===== src/rtl/alu_pkg.sv =====
// Shared ALU definitions: opcode encodings and the byte-sequencer FSM states.
// Used by the ALU, the UART sequencer (alu_uart_if) and its testbench.
package alu_pkg;

    localparam int OPW = 6;

    localparam logic [OPW-1:0] ADD = 6'b100000;
    localparam logic [OPW-1:0] SUB = 6'b100010;
    localparam logic [OPW-1:0] AND = 6'b100100;
    localparam logic [OPW-1:0] OR  = 6'b100101;
    localparam logic [OPW-1:0] XOR = 6'b100110;
    localparam logic [OPW-1:0] SRA = 6'b000011;
    localparam logic [OPW-1:0] SRL = 6'b000010;
    localparam logic [OPW-1:0] NOR = 6'b100111;

    typedef enum logic [2:0] {
        WAIT_A  = 3'd0,
        WAIT_B  = 3'd1,
        WAIT_OP = 3'd2,
        SEND    = 3'd3,
        WAIT_TX = 3'd4
    } state_t;

endpackage


===== src/rtl/alu_if_timeout.sv =====
// Inter-byte idle counter for alu_uart_if. Counts enabled cycles since the
// last clear and flags expiry on the CYCLES-th idle cycle. Only instantiated
// when ALU_IF_TIMEOUT_EN is defined.
module alu_if_timeout #(
    parameter int CYCLES = 16
) (
    input  logic clk,
    input  logic reset,
    input  logic clear,
    input  logic enable,
    output logic expired
);

    localparam int W = (CYCLES > 1) ? $clog2(CYCLES) : 1;

    logic [W-1:0] cnt;

    assign expired = enable && (cnt == W'(CYCLES - 1));

    // Count idle enabled cycles; saturate at the expiry value.
    always_ff @(posedge clk) begin
        if (reset || clear) begin
            cnt <= '0;
        end else if (enable && !expired) begin
            cnt <= cnt + 1'b1;
        end
    end

endmodule


===== src/rtl/alu_uart_if.sv =====
// Byte-stream sequencer between the UART rx/tx pair and the ALU.
// Collects A, B and opcode bytes, holds them on the ALU inputs, then sends
// the ALU result back through a start/done transmitter handshake.
// Optional feature: define ALU_IF_TIMEOUT_EN to abandon a partial frame after
// TIMEOUT_CYCLES idle cycles in WAIT_B / WAIT_OP.
module alu_uart_if
    import alu_pkg::*;
#(
    parameter int LEN_DATO       = 8,
    parameter int LEN_OP         = 6,
    parameter int TIMEOUT_CYCLES = 50_000_000
) (
    input  logic                i_clock,
    input  logic                i_reset,
    input  logic [LEN_DATO-1:0] i_rx_data,
    input  logic                i_rx_done,
    output logic [LEN_DATO-1:0] o_dato_a,
    output logic [LEN_DATO-1:0] o_dato_b,
    output logic [LEN_OP-1:0]   o_op_code,
    input  logic [LEN_DATO-1:0] i_resultado,
    output logic [LEN_DATO-1:0] o_tx_data,
    output logic                o_tx_start,
    input  logic                i_tx_done,
    output logic                o_busy
);

    state_t state;
    logic   to_expired;

`ifdef ALU_IF_TIMEOUT_EN
    logic to_enable;
    logic to_clear;

    // Counter only runs mid-frame; any accepted byte or leaving those states
    // restarts it, so entry into WAIT_B / WAIT_OP always starts from zero.
    assign to_enable = (state == WAIT_B) || (state == WAIT_OP);
    assign to_clear  = i_rx_done || !to_enable;

    alu_if_timeout #(.CYCLES(TIMEOUT_CYCLES)) u_timeout (
        .clk     (i_clock),
        .reset   (i_reset),
        .clear   (to_clear),
        .enable  (to_enable),
        .expired (to_expired)
    );
`else
    assign to_expired = 1'b0;
`endif

    assign o_busy = (state != WAIT_A);

    // Frame sequencer: byte capture, result latch and one-cycle tx start.
    always_ff @(posedge i_clock) begin
        if (i_reset) begin
            state      <= WAIT_A;
            o_dato_a   <= '0;
            o_dato_b   <= '0;
            o_op_code  <= '0;
            o_tx_data  <= '0;
            o_tx_start <= 1'b0;
        end else begin
            o_tx_start <= 1'b0;
            case (state)
                WAIT_A: begin
                    if (i_rx_done) begin
                        o_dato_a <= i_rx_data;
                        state    <= WAIT_B;
                    end
                end
                WAIT_B: begin
                    // An arriving byte beats an expiring timeout.
                    if (i_rx_done) begin
                        o_dato_b <= i_rx_data;
                        state    <= WAIT_OP;
                    end else if (to_expired) begin
                        state <= WAIT_A;
                    end
                end
                WAIT_OP: begin
                    if (i_rx_done) begin
                        o_op_code <= i_rx_data[LEN_OP-1:0];
                        state     <= SEND;
                    end else if (to_expired) begin
                        state <= WAIT_A;
                    end
                end
                SEND: begin
                    // Operands have been stable since the opcode edge, so the
                    // combinational ALU result is settled here.
                    o_tx_data  <= i_resultado;
                    o_tx_start <= 1'b1;
                    state      <= WAIT_TX;
                end
                WAIT_TX: begin
                    if (i_tx_done) begin
                        state <= WAIT_A;
                    end
                end
                default: state <= WAIT_A;
            endcase
        end
    end

endmodule


===== config.mk =====
export PLATFORM = sky130hd
export DESIGN_NAME = alu_uart_if
export DESIGN_NICKNAME = d
export VERILOG_FILES = /design/src/rtl/alu_pkg.sv /design/src/rtl/alu_if_timeout.sv /design/src/rtl/alu_uart_if.sv
export SDC_FILE = /design/constraint.sdc
export NUM_CORES = 1
export LEC_CHECK = 0
export CORE_UTILIZATION = 44
export DETAILED_ROUTE_END_ITERATION = 16
export PLACE_DENSITY_LB_ADDON = 0.3
export SLEW_MARGIN = 20
export SYNTH_ARGS = -nofsm -noshare
export SYNTH_HDL_FRONTEND = slang
export SYNTH_SLANG_ARGS = --single-unit

===== constraint.sdc =====
create_clock -name i_clock -period 3.1 [get_ports i_clock]
set_input_delay 0.93 -clock i_clock [delete_from_list [all_inputs] [get_ports i_clock]]
set_output_delay 0.93 -clock i_clock [all_outputs]
set_load 0.005 [all_outputs]

==> results of run 1 <==
[worst max-delay path: stages, from the launching register on]
cell,delay [ns]
dfxtp_1,0.41
or3_1,0.37
clkdlybuf4s50_1,0.44
[kinds of logic (layout without fill, tap and decap cells)]
| family | Yosys count | count (layout) | synth area share [%] |
|---|---|---|---|
| compound gates | 3 | 3 | 1.39 |
| buf+inv | 10 | 62 | 3.64 |
| flops | 34 | 34 | 47.1 |
| mux | 30 | 30 | 20.8 |
| simple gates | 58 | 58 | 27.0 |
[per-stage QoR]
stage / power, uW / cells / cell area [sq um] / utilization (%) / hold WS [ns]
5_1_grt: 883 / 231 / 2040 / 66.3 / 0.504
3_5_place_dp: 596 / 223 / 1980 / 64.3 / 0.465
6_report: 833 / 231 / 2040 / 66.3 / 0.478
2_1_floorplan: 531 / 135 / 1440 / - / 0.465
4_1_cts: 849 / 231 / 2040 / 66.3 / 0.483
3_3_place_gp: 594 / 223 / 1980 / 64.3 / 0.459
[path summary, 6_finish.rpt]
kind	from	end	slack, ns
setup reg to reg	state[0]$_SDFFE_PP0P_	o_dato_b[2]$_SDFFE_PP0P_	1.66
hold reg to reg	o_dato_a[5]$_SDFFE_PP0P_	o_dato_a[5]$_SDFFE_PP0P_	0.48
hold / removal	o_dato_a[5]$_SDFFE_PP0P_	o_dato_a[5]$_SDFFE_PP0P_	0.48
setup / recovery	state[0]$_SDFFE_PP0P_	o_busy	0.63
[power breakdown]
group | internal [uW] | leakage (uW) | switching [uW]
logic | 80.0 | 0.000497 | 39.8
clock network | 110 | 0.0000353 | 138
registers | 453 | 0.000276 | 12.6
total | 643 | 0.000808 | 190
[registers in the layout, summed over array words and instances (netlist names)]
register    count
o_op_code       6
o_tx_start      1
state           3
o_dato_a        8
o_dato_b        8
o_tx_data       8
[layer usage]
layer	wire, um	track usage, %	up-vias
met2	1340	30.8	36
li1	-	-	550
met5	0	0	-
met4	38	7.14	0
met1	1300	21.6	484
met3	154	6.77	4
[layout by cell type (no fill, tap or decap), drive strengths merged]
cell           instances
clkdlybuf4s50         51
nand2b                48
dfxtp                 34
mux2i                 30
clkbuf                 7
buf                    3
nand3b                 2
a211oi                 2
nand4bb                2
or3                    1
and3b                  1
or3b                   1
nor4b                  1
nor2                   1
or4b                   1
a21oi                  1
clkinv                 1
[cell type report]
class,instances,area (sq um)
fillers,268,1040
repair buffers,54,533
well taps,44,55.1
clock inverters,1,5.00
flip-flops and latches,34,681
multi-input cells,91,711
clock buffers,7,55.1
==> results.tsv, run 1 <==
metric	value	unit
average size of a mapped cell	10.7	sq um
drt first-iter violations	29	
first-pass GRT wire length	4780	um
setup repair bufs after CTS	0	
asr flop ratio synth	0	%
Leakage Power	0.000808	uW
Remaining DRCs	0	
# resized after CTS	0	
Peak VDD IR	0.000277	V
vias in the first global route	1078	
Hold Crit Class	reg -> reg	
count leader, synth	nand2b_1	
GR Util All Layers	18.5	%
r2r worst-path depth	2	
PwrDens	409	mW/mm^2
Diodes inserted	0	
CTS tree	built	
Final setup viols	0	
critical path class	reg -> out	
Post-Route WL	2830	um
Die ar.	0.00351	sq mm
Period Utilization, post-route	79.5	%
Post-synth EDFFs	0	
max-slew violation count	0	
clk sink count	34	
minimum clock period	2.47	ns
post-synthesis register bit count	34	
Post-synth top flop	dfxtp_1	
pin count of the biggest net entering global routing	51	
gp weighted congestion	0.708	
clk_skew	0.00638	ns
Final Net Count	206	
setup ws final	0.634	ns
Slew @ Worst Pin	0.569	ns
fmax	406	MHz
Final Hold Fails	0	
Yosys cell types	17	
Num CTS Buffers	5	
Synth Warn #	0	
endpoint class of the critical path	output port	
Max-slew headroom	61.9	%
Setup Slack @ Placement	0.685	ns
RSZ-0062 raised after global routing	false	
Ports	52	
Clk Latency, worst-skew pair	0.32	ns
Max-Cap Viols	0	
FP Rows	20	
Hold Buf Count CTS	0	
total number of vias	1074	
initial antenna violation count	0	
Worst EP arrival	1.54	ns
WL per Instance	12.3	um
clk slew on worst S/H paths	0.10	ns
chip height	59.3	um
setup TNS	0	ns
Mapped Area	0.00144	sq mm
Critical Path Fanout Max	11	
cell taking the most area after synthesis	dfxtp_1	
Overflow after GRT	0	
WP data required	2.17	ns
area grow syn2layout	41.2	%
Hold Crit Depth	2	
area of the core	0.00308	sq mm
Setup crit start kind	flip-flop	
die width	59.3	um
share of post-route cells with drive strength above 1	5.88	%
hpwl dp	1960	um
worst-case clock buffer depth	2	
first-pass iteration count of the detailed router	3	
port bufs	51	
initial core utilization	46.9	%
status	finished clean	
via/cell ratio	4.65	
net count after synthesis	155	
top cells by count, synth	nand2b_1, dfxtp_1, mux2i_1	
ANT nets after route	0	
post-synth top area share	47.1	%
post-synthesis instance total	135	
H-tree levels	2	
sequential share of the synthesized area	47.1	%
clk root buf	clkbuf_4	
top post-synthesis cells by area	dfxtp_1, mux2i_1, nand2b_1	
No activity file was read; power rests on OpenSTA's default activity.
==> run 2: changes to the inputs <==
--- a/config.mk
+++ b/config.mk
@@ -5,7 +5,7 @@
 export SDC_FILE = /design/constraint.sdc
 export NUM_CORES = 1
 export LEC_CHECK = 0
-export CORE_UTILIZATION = 44
+export CORE_UTILIZATION = 39
 export DETAILED_ROUTE_END_ITERATION = 16
 export PLACE_DENSITY_LB_ADDON = 0.3
 export SLEW_MARGIN = 20
==> constraint.sdc (replaced) <==
create_clock -name i_clock -period 2 [get_ports i_clock]
set_input_delay 0.6 -clock i_clock [delete_from_list [all_inputs] [get_ports i_clock]]
set_output_delay 0.6 -clock i_clock [all_outputs]
set_load 0.005 [all_outputs]
==> run 2 against run 1 <==
  * Critical path depth is the same
  * Power grew 67%
  * Clock-buffer cell count shrank 1
  * Critical path type unchanged
  * Critical endpoint unchanged
  * Largest power group unchanged
  * Highest routed layer unchanged
==> results.tsv, run 2 (synthesized netlist as in run 1, its figures left out) <==
metric	value	unit	change
status	finished clean		unchanged
Worst R2R Setup Slack	0.71	ns	was 1.66 ns
Buf+Inv Stages, Crit Path	1		unchanged
most common cell after layout, fill and taps aside	clkdlybuf4s50_1		unchanged
Hold Crit Class	reg -> reg		unchanged
r2r worst-path depth	2		unchanged
Die ar.	0.00395	sq mm	was 0.00351 sq mm
setup repair bufs after CTS	0		unchanged
Worst path slowest cell	dfxtp_2		was clkdlybuf4s50_1
minimum clock period	1.86	ns	
PwrDens	666	mW/mm^2	was 409 mW/mm^2
initial core utilization	41.9	%	was 46.9%
clk_skew	0.00432	ns	was 0.00638 ns
area grow syn2layout	44.9	%	was 41.2%
die width	62.8	um	was 59.3 um
pin count of the biggest net entering global routing	51		unchanged
ANT nets after route	0		unchanged
gp weighted congestion	0.665		was 0.708
Largest stage delay, worst path	0.36	ns	was 0.44 ns
Slew @ Worst Pin	0.468	ns	was 0.569 ns
RSZ-0062 raised after global routing	false		unchanged
Worst EP arrival	1.26	ns	was 1.54 ns
chip height	62.8	um	was 59.3 um
area of the core	0.00344	sq mm	was 0.00308 sq mm
Peak VDD IR	0.000329	V	was 0.000277 V
max-slew violation count	0		unchanged
first-pass GRT wire length	4890	um	was 4780 um
clk slew on worst S/H paths	0.06	ns	was 0.10 ns
Setup Slack @ Placement	0.0880	ns	was 0.685 ns
final instance area	0.00209	sq mm	was 0.00204 sq mm
FP Rows	21		was 20
Final setup viols	0		unchanged
port bufs	51		unchanged
Ports	52		unchanged
net switching power figure	299	uW	was 190 uW
setup ws final	0.143	ns	was 0.634 ns
drt first-iter violations	23		was 29
endpoint class of the critical path	output port		unchanged
CP cell instances	or3_1 -> dlygate4sd2_1		was or3_1 -> clkdlybuf4s50_1
Top Registers	o_dato_a: 8 flops, o_dato_b: 8 flops, o_tx_data: 8 flops		unchanged
most frequent cells in the layout	clkdlybuf4s50_1, nand2b_1, dfxtp_1, mux2i_1, clkbuf_8		was clkdlybuf4s50_1, nand2b_1, dfxtp_1, mux2i_1, clkbuf_4
initial antenna violation count	0		unchanged
FF-to-FF End	o_tx_data[1]$_SDFFE_PP0P_		was o_dato_b[2]$_SDFFE_PP0P_
Overflow after GRT	0		unchanged
first-pass iteration count of the detailed router	4		was 3
dpl cell area	0.00201	sq mm	was 0.00198 sq mm
min-delay src	o_dato_b[6]$_SDFFE_PP0P_		was o_dato_a[5]$_SDFFE_PP0P_
total number of vias	1081		was 1074
clk sink count	34		unchanged
switching share of power	21.4	%	was 22.8%
WP data required	1.40	ns	was 2.17 ns
critical path class	reg -> out		unchanged
Period Utilization, post-route	92.8	%	
clock share of power	34.6	%	was 29.7%
Diodes inserted	0		unchanged
GR Util All Layers	16.3	%	was 18.5%
placed cell count	227		was 223
share of post-route cells with drive strength above 1	6.95	%	was 5.88%
Max-Cap Viols	0		unchanged
setup TNS	0	ns	unchanged
CTS tree	built		unchanged
Final Hold Fails	0		unchanged
Comb pwr share	13.8	%	was 14.4%
Max-slew headroom	68.8	%	was 61.9%
Finished Layout Cells	233		was 231
CP delay by family, top	flip-flops		was buffers and inverters
hpwl dp	2070	um	was 1960 um
Setup crit start kind	flip-flop		unchanged
# fillers	311		was 268
via/cell ratio	4.64		was 4.65
fmax	539	MHz	
Worst Hold End	o_dato_b[6]$_SDFFE_PP0P_		was o_dato_a[5]$_SDFFE_PP0P_
Post-Route WL	2940	um	was 2830 um
Clk Latency, worst-skew pair	0.28	ns	was 0.32 ns
WL per Instance	12.6	um	was 12.3 um
H-tree levels	2		unchanged
Leakage Power	0.000833	uW	was 0.000808 uW
Num CTS Buffers	5		unchanged
Internal	1090	uW	was 643 uW
Flop pwr share	51.6	%	was 55.9%
Remaining DRCs	0		unchanged
vias in the first global route	1067		was 1078
Hold Crit Depth	2		unchanged
Critical Path Fanout Max	9		was 11
clk root buf	clkbuf_8		was clkbuf_4
hold slack	0.473	ns	was 0.478 ns
r2r startpoint	state[1]$_SDFFE_PP0P_		was state[0]$_SDFFE_PP0P_
Final Net Count	208		was 206
worst-case clock buffer depth	2		unchanged
==> run 2: routing by layer <==
| metal | wire length [um] | GRT usage, % |
|---|---|---|
| met5 | 0 | 0 |
| met3 | 252 | 8.94 |
| met1 | 1330 | 19.4 |
| met2 | 1320 | 24.9 |
| met4 | 35 | 5.23 |
==> run 2: layout make-up <==
type / count / area, sq um / share of cell area (%)
well taps: 46 / 57.6 / 2.75
repair buffers: 56 / 559 / 26.7
flip-flops and latches: 34 / 682 / 32.6
multi-input cells: 91 / 711 / 34.0
clock buffers: 6 / 82.6 / 3.95
==> run 2: through the flow <==
step                util (%)  power, uW
finish                  60.8       1390
global route            60.8       1470
CTS                     60.8       1410
detailed placement      58.4        930
global placement        58.4        924
floorplan                  -        823
==> run 2: power by group through the flow <==
stage / combinational [uW] / sequential (uW) / clock, uW
4_1_cts: 195 / 719 / 497
5_1_grt: 209 / 722 / 535
3_3_place_gp: 191 / 733 / 0
2_1_floorplan: 88.8 / 734 / 0
3_5_place_dp: 196 / 734 / 0
6_report: 193 / 719 / 481
==> run 2: worst max path at each step <==
stage | from | endpoint | slack, ns | depth (start not counted)
2_1_floorplan | state[0]$_SDFFE_PP0P_ | o_busy | 0.64 | 2
3_3_place_gp | i_rx_done | o_dato_a[7]$_SDFFE_PP0P_ | 0.17 | 4
3_5_place_dp | i_rx_done | o_dato_a[4]$_SDFFE_PP0P_ | 0.09 | 4
4_1_cts | state[2]$_SDFFE_PP0P_ | o_busy | 0.13 | 2
5_1_grt | state[1]$_SDFFE_PP0P_ | o_busy | 0.08 | 2
6_report | state[2]$_SDFFE_PP0P_ | o_busy | 0.14 | 2
==> run 2: worst min-delay path, stage by stage, from the launching register on <==
cell,delay [ns]
dfxtp_1,0.31
nand2b_1,0.06
mux2i_1,0.06
==> run 2: repair_timing <==
action                     CTS  global route
setup endpoints to repair    1             0
hold endpoints to repair     0             0
resized for setup            2             0
hold buffers                 0             0
==> run 3: changes to the inputs <==
--- a/config.mk
+++ b/config.mk
@@ -12,3 +12,4 @@
 export SYNTH_ARGS = -nofsm -noshare
 export SYNTH_HDL_FRONTEND = slang
 export SYNTH_SLANG_ARGS = --single-unit
+export TNS_END_PERCENT = 100
==> results of run 3 <==
No change in the layout: final DEF, timing and power equal those of run 2.
